--- config.mk ---
export PLATFORM = sky130hd
export DESIGN_NAME = seven_seg_scanner_flat
export DESIGN_NICKNAME = d
export VERILOG_FILES = /design/src/rtl/seven_seg_scanner_if.sv /design/src/rtl/seven_seg_scanner.sv /design/src/flat_wrapper.sv
export SDC_FILE = /design/constraint.sdc
export NUM_CORES = 1
export LEC_CHECK = 0
export CAP_MARGIN = 0
export CORE_MARGIN = 2
export CORE_UTILIZATION = 50
export DETAILED_ROUTE_END_ITERATION = 8
export PLACE_DENSITY = 0.83
export RECOVER_POWER = 25
export SLEW_MARGIN = 0
export SYNTH_ARGS = -nofsm -noshare
export SYNTH_HDL_FRONTEND = slang
export SYNTH_SLANG_ARGS = --single-unit
--- constraint.sdc ---
create_clock -name clk -period 2.1 [get_ports clk]
set_input_delay 0.42 -clock clk [delete_from_list [all_inputs] [get_ports clk]]
set_output_delay 0.42 -clock clk [all_outputs]
set_load 0.05 [all_outputs]
--- src/rtl/seven_seg_scanner_if.sv ---
// rtl/seven_seg_scanner_if.sv - display data and scan-output bundle for seven_seg_scanner
//
// Purpose: groups the host-side load signals and the multiplexed display
// outputs of the scanner into one interface.
// Signals:
//   value_in[15:0]  four hex nibbles, nibble k -> digit k (digit 0 rightmost)
//   blank_in[3:0]   per-digit blank, 1 forces the digit's segments off
//   dp_in[3:0]      per-digit decimal point, 1 lights the point
//   load            single-cycle strobe capturing value_in/blank_in/dp_in
//   an[3:0]         digit anodes, active-low, at most one low
//   seg[6:0]        segments {g,f,e,d,c,b,a}, active-low
//   dp              decimal point, active-low
//   pending         loaded data is waiting for the next commit point
//   frame_done      one-cycle pulse after every commit point
// Modports: master = host/driver side, slave = scanner side.

interface seven_seg_scanner_if;
  logic [15:0] value_in;
  logic [3:0]  blank_in;
  logic [3:0]  dp_in;
  logic        load;
  logic [3:0]  an;
  logic [6:0]  seg;
  logic        dp;
  logic        pending;
  logic        frame_done;

  modport master (
    output value_in, blank_in, dp_in, load,
    input  an, seg, dp, pending, frame_done
  );

  modport slave (
    input  value_in, blank_in, dp_in, load,
    output an, seg, dp, pending, frame_done
  );
endinterface

--- src/rtl/seven_seg_scanner.sv ---
// rtl/seven_seg_scanner.sv - four-digit multiplexed seven-segment scanner with frame-synchronous update
//
// Purpose: scans four hex digits over a common-anode display. Each digit is
// held for 2^REFRESH_W cycles, the first DEAD_CYCLES of which keep all anodes
// off to avoid ghosting. New data is staged in pending registers and copied
// into the displayed shadow only at the end of digit 3, so a frame never
// mixes old and new data.
// Ports:
//   clk    system clock, all registers update on the rising edge
//   rst_n  synchronous active-low reset
//   bus    seven_seg_scanner_if.slave (load inputs, display outputs)

module seven_seg_scanner #(
  parameter int REFRESH_W   = 17,
  parameter int DEAD_CYCLES = 64
) (
  input  logic                 clk,
  input  logic                 rst_n,
  seven_seg_scanner_if.slave   bus
);

  localparam logic [REFRESH_W-1:0] CNT_MAX = '1;
  localparam logic [REFRESH_W-1:0] DEAD_L  = REFRESH_W'(DEAD_CYCLES);

  // Active-high gfedcba font; inverted when driven onto seg.
  function automatic logic [6:0] hex_font(input logic [3:0] n);
    case (n)
      4'h0: hex_font = 7'h3F;
      4'h1: hex_font = 7'h06;
      4'h2: hex_font = 7'h5B;
      4'h3: hex_font = 7'h4F;
      4'h4: hex_font = 7'h66;
      4'h5: hex_font = 7'h6D;
      4'h6: hex_font = 7'h7D;
      4'h7: hex_font = 7'h07;
      4'h8: hex_font = 7'h7F;
      4'h9: hex_font = 7'h6F;
      4'hA: hex_font = 7'h77;
      4'hB: hex_font = 7'h7C;
      4'hC: hex_font = 7'h39;
      4'hD: hex_font = 7'h5E;
      4'hE: hex_font = 7'h79;
      default: hex_font = 7'h71;
    endcase
  endfunction

  logic [REFRESH_W-1:0] cnt_q, cnt_d;
  logic [1:0]           idx_q, idx_d;
  logic [15:0]          pval_q, pval_d, sval_q, sval_d;
  logic [3:0]           pblank_q, pblank_d, sblank_q, sblank_d;
  logic [3:0]           pdp_q, pdp_d, sdp_q, sdp_d;
  logic                 pending_q, pending_d;
  logic                 fd_q, fd_d;
  logic [3:0]           an_q, an_d;
  logic [6:0]           seg_q, seg_d;
  logic                 dp_q, dp_d;
  logic                 commit;
  logic [3:0]           nib;

  always_comb begin
    cnt_d     = cnt_q + REFRESH_W'(1);
    idx_d     = (cnt_q == CNT_MAX) ? idx_q + 2'd1 : idx_q;
    pval_d    = pval_q;
    pblank_d  = pblank_q;
    pdp_d     = pdp_q;
    sval_d    = sval_q;
    sblank_d  = sblank_q;
    sdp_d     = sdp_q;
    pending_d = pending_q;
    commit    = (idx_q == 2'd3) && (cnt_q == CNT_MAX);
    fd_d      = commit;
    nib       = sval_q[{idx_q, 2'b00} +: 4];

    // A load landing on the commit point bypasses staging entirely.
    if (bus.load) begin
      if (commit) begin
        sval_d    = bus.value_in;
        sblank_d  = bus.blank_in;
        sdp_d     = bus.dp_in;
        pending_d = 1'b0;
      end else begin
        pval_d    = bus.value_in;
        pblank_d  = bus.blank_in;
        pdp_d     = bus.dp_in;
        pending_d = 1'b1;
      end
    end else if (commit && pending_q) begin
      sval_d    = pval_q;
      sblank_d  = pblank_q;
      sdp_d     = pdp_q;
      pending_d = 1'b0;
    end

    if (cnt_q < DEAD_L) begin
      an_d  = 4'hF;
      seg_d = 7'h7F;
      dp_d  = 1'b1;
    end else begin
      an_d  = ~(4'b0001 << idx_q);
      seg_d = sblank_q[idx_q] ? 7'h7F : ~hex_font(nib);
      dp_d  = sblank_q[idx_q] ? 1'b1  : ~sdp_q[idx_q];
    end
  end

  always_ff @(posedge clk) begin
    if (!rst_n) begin
      cnt_q     <= '0;
      idx_q     <= 2'd0;
      pval_q    <= '0;
      pblank_q  <= '0;
      pdp_q     <= '0;
      sval_q    <= '0;
      sblank_q  <= '0;
      sdp_q     <= '0;
      pending_q <= 1'b0;
      fd_q      <= 1'b0;
      an_q      <= 4'hF;
      seg_q     <= 7'h7F;
      dp_q      <= 1'b1;
    end else begin
      cnt_q     <= cnt_d;
      idx_q     <= idx_d;
      pval_q    <= pval_d;
      pblank_q  <= pblank_d;
      pdp_q     <= pdp_d;
      sval_q    <= sval_d;
      sblank_q  <= sblank_d;
      sdp_q     <= sdp_d;
      pending_q <= pending_d;
      fd_q      <= fd_d;
      an_q      <= an_d;
      seg_q     <= seg_d;
      dp_q      <= dp_d;
    end
  end

  assign bus.an         = an_q;
  assign bus.seg        = seg_q;
  assign bus.dp         = dp_q;
  assign bus.pending    = pending_q;
  assign bus.frame_done = fd_q;

endmodule
--- src/flat_wrapper.sv ---
// flat-port wrapper written by rule: the top's interface ports become plain ports
module seven_seg_scanner_flat 
#(
  parameter int REFRESH_W   = 17,
  parameter int DEAD_CYCLES = 64
)
  (clk, rst_n, bus_value_in, bus_blank_in, bus_dp_in, bus_load, bus_an, bus_seg, bus_dp, bus_pending, bus_frame_done);
  seven_seg_scanner_if bus_i ();
  input  logic clk;
  input  logic rst_n;
  input wire logic [$bits(bus_i.value_in)-1:0] bus_value_in;
  input wire logic [$bits(bus_i.blank_in)-1:0] bus_blank_in;
  input wire logic [$bits(bus_i.dp_in)-1:0] bus_dp_in;
  input wire logic [$bits(bus_i.load)-1:0] bus_load;
  output wire logic [$bits(bus_i.an)-1:0] bus_an;
  output wire logic [$bits(bus_i.seg)-1:0] bus_seg;
  output wire logic [$bits(bus_i.dp)-1:0] bus_dp;
  output wire logic [$bits(bus_i.pending)-1:0] bus_pending;
  output wire logic [$bits(bus_i.frame_done)-1:0] bus_frame_done;
  assign bus_i.value_in = bus_value_in;
  assign bus_i.blank_in = bus_blank_in;
  assign bus_i.dp_in = bus_dp_in;
  assign bus_i.load = bus_load;
  assign bus_an = bus_i.an;
  assign bus_seg = bus_i.seg;
  assign bus_dp = bus_i.dp;
  assign bus_pending = bus_i.pending;
  assign bus_frame_done = bus_i.frame_done;
  seven_seg_scanner #(.REFRESH_W(REFRESH_W), .DEAD_CYCLES(DEAD_CYCLES)) u_core (.clk(clk), .rst_n(rst_n), .bus(bus_i));
endmodule
# Word-level counts from Yosys, hierarchy flattened

Memory sizes are Yosys's and may differ from the RTL's.
Cells that the tools add are included.

Bitwise gates (word level): 5
Shift-type cells: 2
Magnitude comparators: 2
Eq/ne operators: 3
Reduce and logical (&&, ||, !) cells: 7
$add $sub $neg: 2
Muxes and demuxes: 17

Operator list:

| operator                                                                       | count |
|---|---|
| 16-bit 2-to-1 mux                                                              | 3 |
| 4-bit 2-to-1 mux                                                               | 6 |
| 17-bit by 1-bit adder with 17-bit output (second input constant)               | 1 |
| 17-bit equality test (second input constant)                                   | 1 |
| 17-bit by 7-bit less-than comparator with 1-bit output (second input constant) | 1 |
| 16-bit by 5-bit indexed part select with 4-bit output                          | 1 |
| 7-bit 2-to-1 mux                                                               | 1 |
| 7-bit inverter                                                                 | 1 |
| 1-bit 2-to-1 mux                                                               | 5 |
| 1-bit binary-select mux with 2-bit select                                      | 2 |
| 4-bit inverter                                                                 | 1 |
| 2-bit AND reduction                                                            | 2 |
| 1-bit by 2-bit left shift with 4-bit output (first input constant)             | 1 |
| 2-bit by 3-bit less-than comparator with 1-bit output (second input constant)  | 1 |
| 1-bit inverter                                                                 | 3 |
| 3-bit OR reduction                                                             | 1 |
| 2-bit by 1-bit adder with 2-bit output (second input constant)                 | 1 |
| 2-bit equality test (second input constant)                                    | 1 |
| 1-bit logical AND                                                              | 2 |
| 2-bit by 1-bit inequality test with 1-bit output (second input constant)       | 1 |
| 2-bit nonzero test                                                             | 1 |
| 2-bit OR reduction                                                             | 1 |

Word-level logic and storage cells: 52
Bits in read-only memories: 112
Memories kept: 1
Output and inout bits: 14
Bits in registers: 81
Bits of input ports: 27

Memory list:

| memory          | words | width | rd ports | clocked after memory_dff | wr ports | line                    | source |
|---|---|---|---|---|---|---|---|
| (no name shown) | 16    | 7     | 1        | 0                        | 0        | seven_seg_scanner.sv:27 | `case (n)` |

# Longest topological paths before layout

Depth after elaboration: 5
Depth in mapped cells: 12
Gate-level depth less buffers: 9

# Worst setup path before layout

OpenSTA, ideal clock, no wires.

Kind: register to register
Start point: register u_core.cnt_q[0]
End point: register u_core.sblank_q[0]
Path slack: -244 ps
Arrival time: 2207 ps
Data required time: 1963 ps
Clock period less this slack: 2344 ps
Stages on the path, launching flop included: 12
Buffers on the path: 3
Setup time: 137 ps
Cells stage by stage: dfxtp_1 > ha_1 > and4_1 > clkbuf_1 > nand3_1 > nor2_1 > ha_1 > nand2_1 > nor2_1 > clkbuf_1 > clkbuf_1 > a211oi_1

Word-level cells in the longest chain between the ends: 5
Elaborated cells on any way between the ends: 6
Classes of those cells: eq/ne: 2; reduce/logical: 4

Ends and longest elaborated chain:

| element                                | line                     | source |
|---|---|---|
| start: declaration                     | seven_seg_scanner.sv:47  | `logic [REFRESH_W-1:0] cnt_q, cnt_d;` |
| start signal: assignment               | seven_seg_scanner.sv:121 | `cnt_q <= cnt_d;` |
| 17-bit equality test *                 | seven_seg_scanner.sv:70  | `commit = (idx_q == 2'd3) && (cnt_q == CNT_MAX);` |
| 1-bit logical AND *                    | seven_seg_scanner.sv:70  |  |
| 1-bit logical AND                      | seven_seg_scanner.sv:87  | `end else if (commit && pending_q) begin` |
| 2-bit nonzero test (no source line)    | --                       |  |
| 2-bit AND reduction (no source line) * | --                       |  |
| end signal: assignment                 | seven_seg_scanner.sv:127 | `sblank_q <= sblank_d;` |
| end: declaration                       | seven_seg_scanner.sv:50  | `logic [3:0] pblank_q, pblank_d, sblank_q, sblank_d;` |

Every way passes the cells marked *; elsewhere a longest branch is shown, timed or not.
A chain may end at the register's enable or synchronous reset.

# Worst setup path after layout

Start point: register u_core.idx_q[0]
End point: register u_core.seg_q[0] (netlist: u_core.bus.seg[0])

Word-level cells in the longest chain between the ends: 4
Elaborated cells on any way between the ends: 7
Classes of those cells: shift: 1; mux: 3; bitwise: 1; reduce/logical: 1; memory: 1

Ends and longest elaborated chain:

| element                                               | line                     | source |
|---|---|---|
| start: declaration                                    | seven_seg_scanner.sv:48  | `logic [1:0] idx_q, idx_d;` |
| start signal: assignment                              | seven_seg_scanner.sv:122 | `idx_q <= idx_d;` |
| 16-bit by 5-bit indexed part select with 4-bit output | seven_seg_scanner.sv:72  | `nib = sval_q[{idx_q, 2'b00} +: 4];` |
| memory 16 x 7 bit                                     | --                       |  |
| 7-bit 2-to-1 mux                                      | seven_seg_scanner.sv:94  | `if (cnt_q < DEAD_L) begin` |
| 7-bit inverter                                        | seven_seg_scanner.sv:100 | `seg_d = sblank_q[idx_q] ? 7'h7F : ~hex_font(nib);` |
| end signal: assignment                                | seven_seg_scanner.sv:132 | `seg_q <= seg_d;` |
| end: declaration                                      | seven_seg_scanner.sv:55  | `logic [6:0] seg_q, seg_d;` |

Several ways; a longest one is shown, not always the timed one. The select of a mux whose other input is x is not followed.

==> results by group <==
Setup path
  • Startpoint Class: register
  • Crit-path cells: mux4_2 -> ha_1 -> or3_1 -> a21oi_1 -> o31ai_1
  • FF-to-FF End: u_core.bus.seg[0]
  • R2R cell count: 5
  • CP Max Fanout: 5
  • Cell with the largest stage delay on the worst path: mux4_2
  • Req. time, crit path: between 2 and 2.5 ns
  • Buf/Inv on CP: 0
  • CP Capture Type: register
  • Max incr delay on CP: 0.58 ns
  • Worst R2R Start: u_core.idx_q[0]
  • CP top delay family: multiplexers
  • Kind of critical path: register to register
  • Reg2reg setup slack: between 0.1 and 0.15 ns
  • Critical Path AT: approximately 2.2 ns

GRT
  • GR Overflow Total: 0
  • Initial antenna violation count: 0
  • Largest net degree at the start of global routing: 67
  • Global-route wire length before repair: 11.9 mm
  • Vias in the first global route: 2651
  • Total global routing track utilization: about a fifth

CTS
  • TritonCTS Buffers: 9
  • Clk sinks: 81
  • Worst skew pair latency: approximately 0.35 ns
  • CTS hold repair buffers: 0
  • CTS tree: done
  • Clk pin slew, worst setup/hold paths: 0.08 ns
  • Clock buffer depth: 2
  • Clk root buf: clkbuf_8
  • H-tree levels: 3

Floorplan
  • Die ar.: around 7800 µm²
  • Die Y: 88.5 µm
  • Core area: ~6900 µm²
  • Number of core rows: 30
  • Num ports: 41
  • Chip width: between 80 and 90 µm
  • Starting density of the core: 52.0%

Routing
  • Drt first pass iters: 4
  • Routed wire per std cell: 13.5 µm
  • Drt drc: 0
  • Drt total wl: ~7.1 mm
  • Via density: around 5.3
  • Via count: 2806
  • DR iter-0 viols: 146
  • ANT nets after route: 0

Flow run
  • Max Cap Viol: 0

Power
  • Total power: 2940 µW
  • Sequential Power Share: 53.8%
  • Pwr/cell area: 675 nW/µm²
  • Peak supply drop: a little over 0.0004 V
  • Logic pwr share: 6.6%
  • Psw: 672 µW
  • Internal power: approximately 2300 µW
  • Sw Ratio: 22.8%
  • Leakage power: 0.00163 µW
  • Clock Power Share: between 30% and 40%

Placed design
  • DP Wirelength: a little under 5 mm
  • IO buf count: 40
  • GP Congestion: 0.840

Yosys
  • Synth top area cells: dfxtp_1, mux2i_1, nand2_1
  • Syn_area_per_cell: 9.25 µm²
  • Cell taking the most area after synthesis: dfxtp_1
  • Seq/Total Area, Yosys: 45.4%
  • Synth unique cells: 37
  • Post-synth EDFFs: 0
  • Post-Synthesis Net Count: 425
  • Post-Syn Area: 3570 µm²
  • Post-synthesis register bit count: 81
  • Cells after Synth: 386
  • Async SR Flop Fraction: 0%
  • Ys flop type: dfxtp_1
  • Synth Warn #: 0
  • Post-synth top area share: 45.4%

STA
  • Setup_tns: 0 ns
  • Worst slew margin: 55.4%
  • Final min period: 1.96 ns
  • Final setup violation count: 0
  • FMAX: between 0.5 and 0.6 GHz
  • Final Slew Violations: 0
  • Fin Clk Skew: 0.00630 ns
  • Hold Violations, Final: 0
  • Least-Margin Pin Slew: 0.669 ns
  • Final period util: 93.3%

Layout
  • Layout cells sized above 1: 10.4%
  • Nets@finish: 467
  • Diode count: 0
  • FILL cells: 559
  • Synthesis-to-layout area growth: 22.1%

Run status
  • Status: complete, no violations

Worst hold path
  • Worst Hold End: u_core.cnt_q[0]
  • Worst hold path class: register to register
  • HP Start: u_core.cnt_q[0]
  • Hold depth: 1
-- power by group through the flow --
| stage | combinational [µW] | sequential (µW) | clock [µW] |
|---|---|---|---|
| 2_1_floorplan | 103 | 1620 | 0 |
| 3_3_place_gp | 190 | 1620 | 0 |
| 3_5_place_dp | 196 | 1620 | 0 |
| 4_1_cts | 196 | 1580 | 1190 |
| 5_1_grt | 216 | 1590 | 1250 |
| 6_report | 196 | 1580 | 1160 |
-- registers in the layout, indices dropped and copies added (netlist names), 7 cells and up --
signal,cells
u_core.cnt_q,17
u_core.pval_q,16
u_core.sval_q,16
u_core.bus.seg,7
-- Yosys cell counts (all sizes together), types with 3 or more instances --
cell,n
a211oi,24
a21oi,28
and2,4
and4,3
buf,9
clkbuf,17
dfxtp,81
ha,12
inv,7
mux2,4
mux2i,32
mux4,6
nand2,64
nand3,7
nand4,5
nor2,45
o211ai,3
or3,4
xnor2,3
xor2,12
-- cell families after synthesis --
family / synth area share, %
multiplexers: 14.5
flip-flops: 45.4
AND/OR/NAND/NOR: 16.9
XOR/XNOR: 3.68
buffers and inverters: 4.06
AO/OA/AOI/OAI: 11.2
adder cells (fa/ha/maj): 4.20
-- cells in the final DEF, fill, tap and decap left out, types with 5 or more instances in the layout --
cell type	instances
dfxtp_1	79
nand2_1	63
nor2_1	44
clkdlybuf4s50_1	39
mux2i_1	32
a21oi_1	28
a211oi_1	22
buf_4	13
xor2_1	12
ha_1	12
clkbuf_8	11
nand3_1	7
inv_1	6
nand4_1	5
-- worst reg2reg max path, stage by stage, from the launching register on --
cell and delay [ns]:
dfxtp_2 0.37, mux4_2 0.58, ha_1 0.27, or3_1 0.38
a21oi_1 0.16, o31ai_1 0.09
-- repair_timing --
action / 4_1_cts / 5_1_grt
resized for setup: 0 / 6
endpoints found under the setup margin: 0 / 49
buffers inserted: 0 / 1
-- final cells by class --
class                      count  area [µm²]  share of cell area, %
multi-input combinational    272        1820                   41.7
sequential                    81        1620                   37.2
timing repair buffer          57         567                   13.0
clock buffer                  11         151                   3.47
tap                           96         120                   2.75
clock inverter                 5        53.8                   1.23
inverter                       7        26.3                  0.603
-- worst max-delay path by stage --
stage | startpoint | to | cells past startpoint
after detailed placement | u_core.cnt_q[0] | u_core.sval_q[13] | 10
final | u_core.idx_q[0] | u_core.bus.seg[0] | 5
after floorplan | u_core.cnt_q[0] | u_core.pblank_q[2] | 12
after global routing | u_core.cnt_q[0] | u_core.sval_q[13] | 10
after global placement | u_core.idx_q[0] | u_core.bus.seg[0] | 5
after CTS | u_core.cnt_q[0] | u_core.sval_q[13] | 10
-- per-layer routing --
| metal | vias up | global-route usage (%) | wire length, µm |
|---|---|---|---|
| met3 | 14 | 5.22 | 341 |
| li1 | 1416 | - | - |
| met2 | 78 | 31.3 | 3450 |
| met5 | - | 0 | 0 |
| met4 | 0 | 7.85 | 153 |
| met1 | 1298 | 25.1 | 3200 |
-- through the flow --
step / setup slack (ns) / area (µm²) / std cells / hold slack (ns) / util [%]
6_report: 0.141 / 4360 / 529 / 0.448 / 63.5
5_1_grt: -0.0259 / 4360 / 529 / 0.472 / 63.5
4_1_cts: 0.0622 / 4310 / 527 / 0.458 / 62.8
3_5_place_dp: 0.0809 / 4110 / 511 / 0.447 / 59.8
3_3_place_gp: 0.152 / 4110 / 511 / 0.440 / 59.8
2_1_floorplan: 0.0151 / 3580 / 386 / 0.426 / -
(Power assumes the default switching activity.)
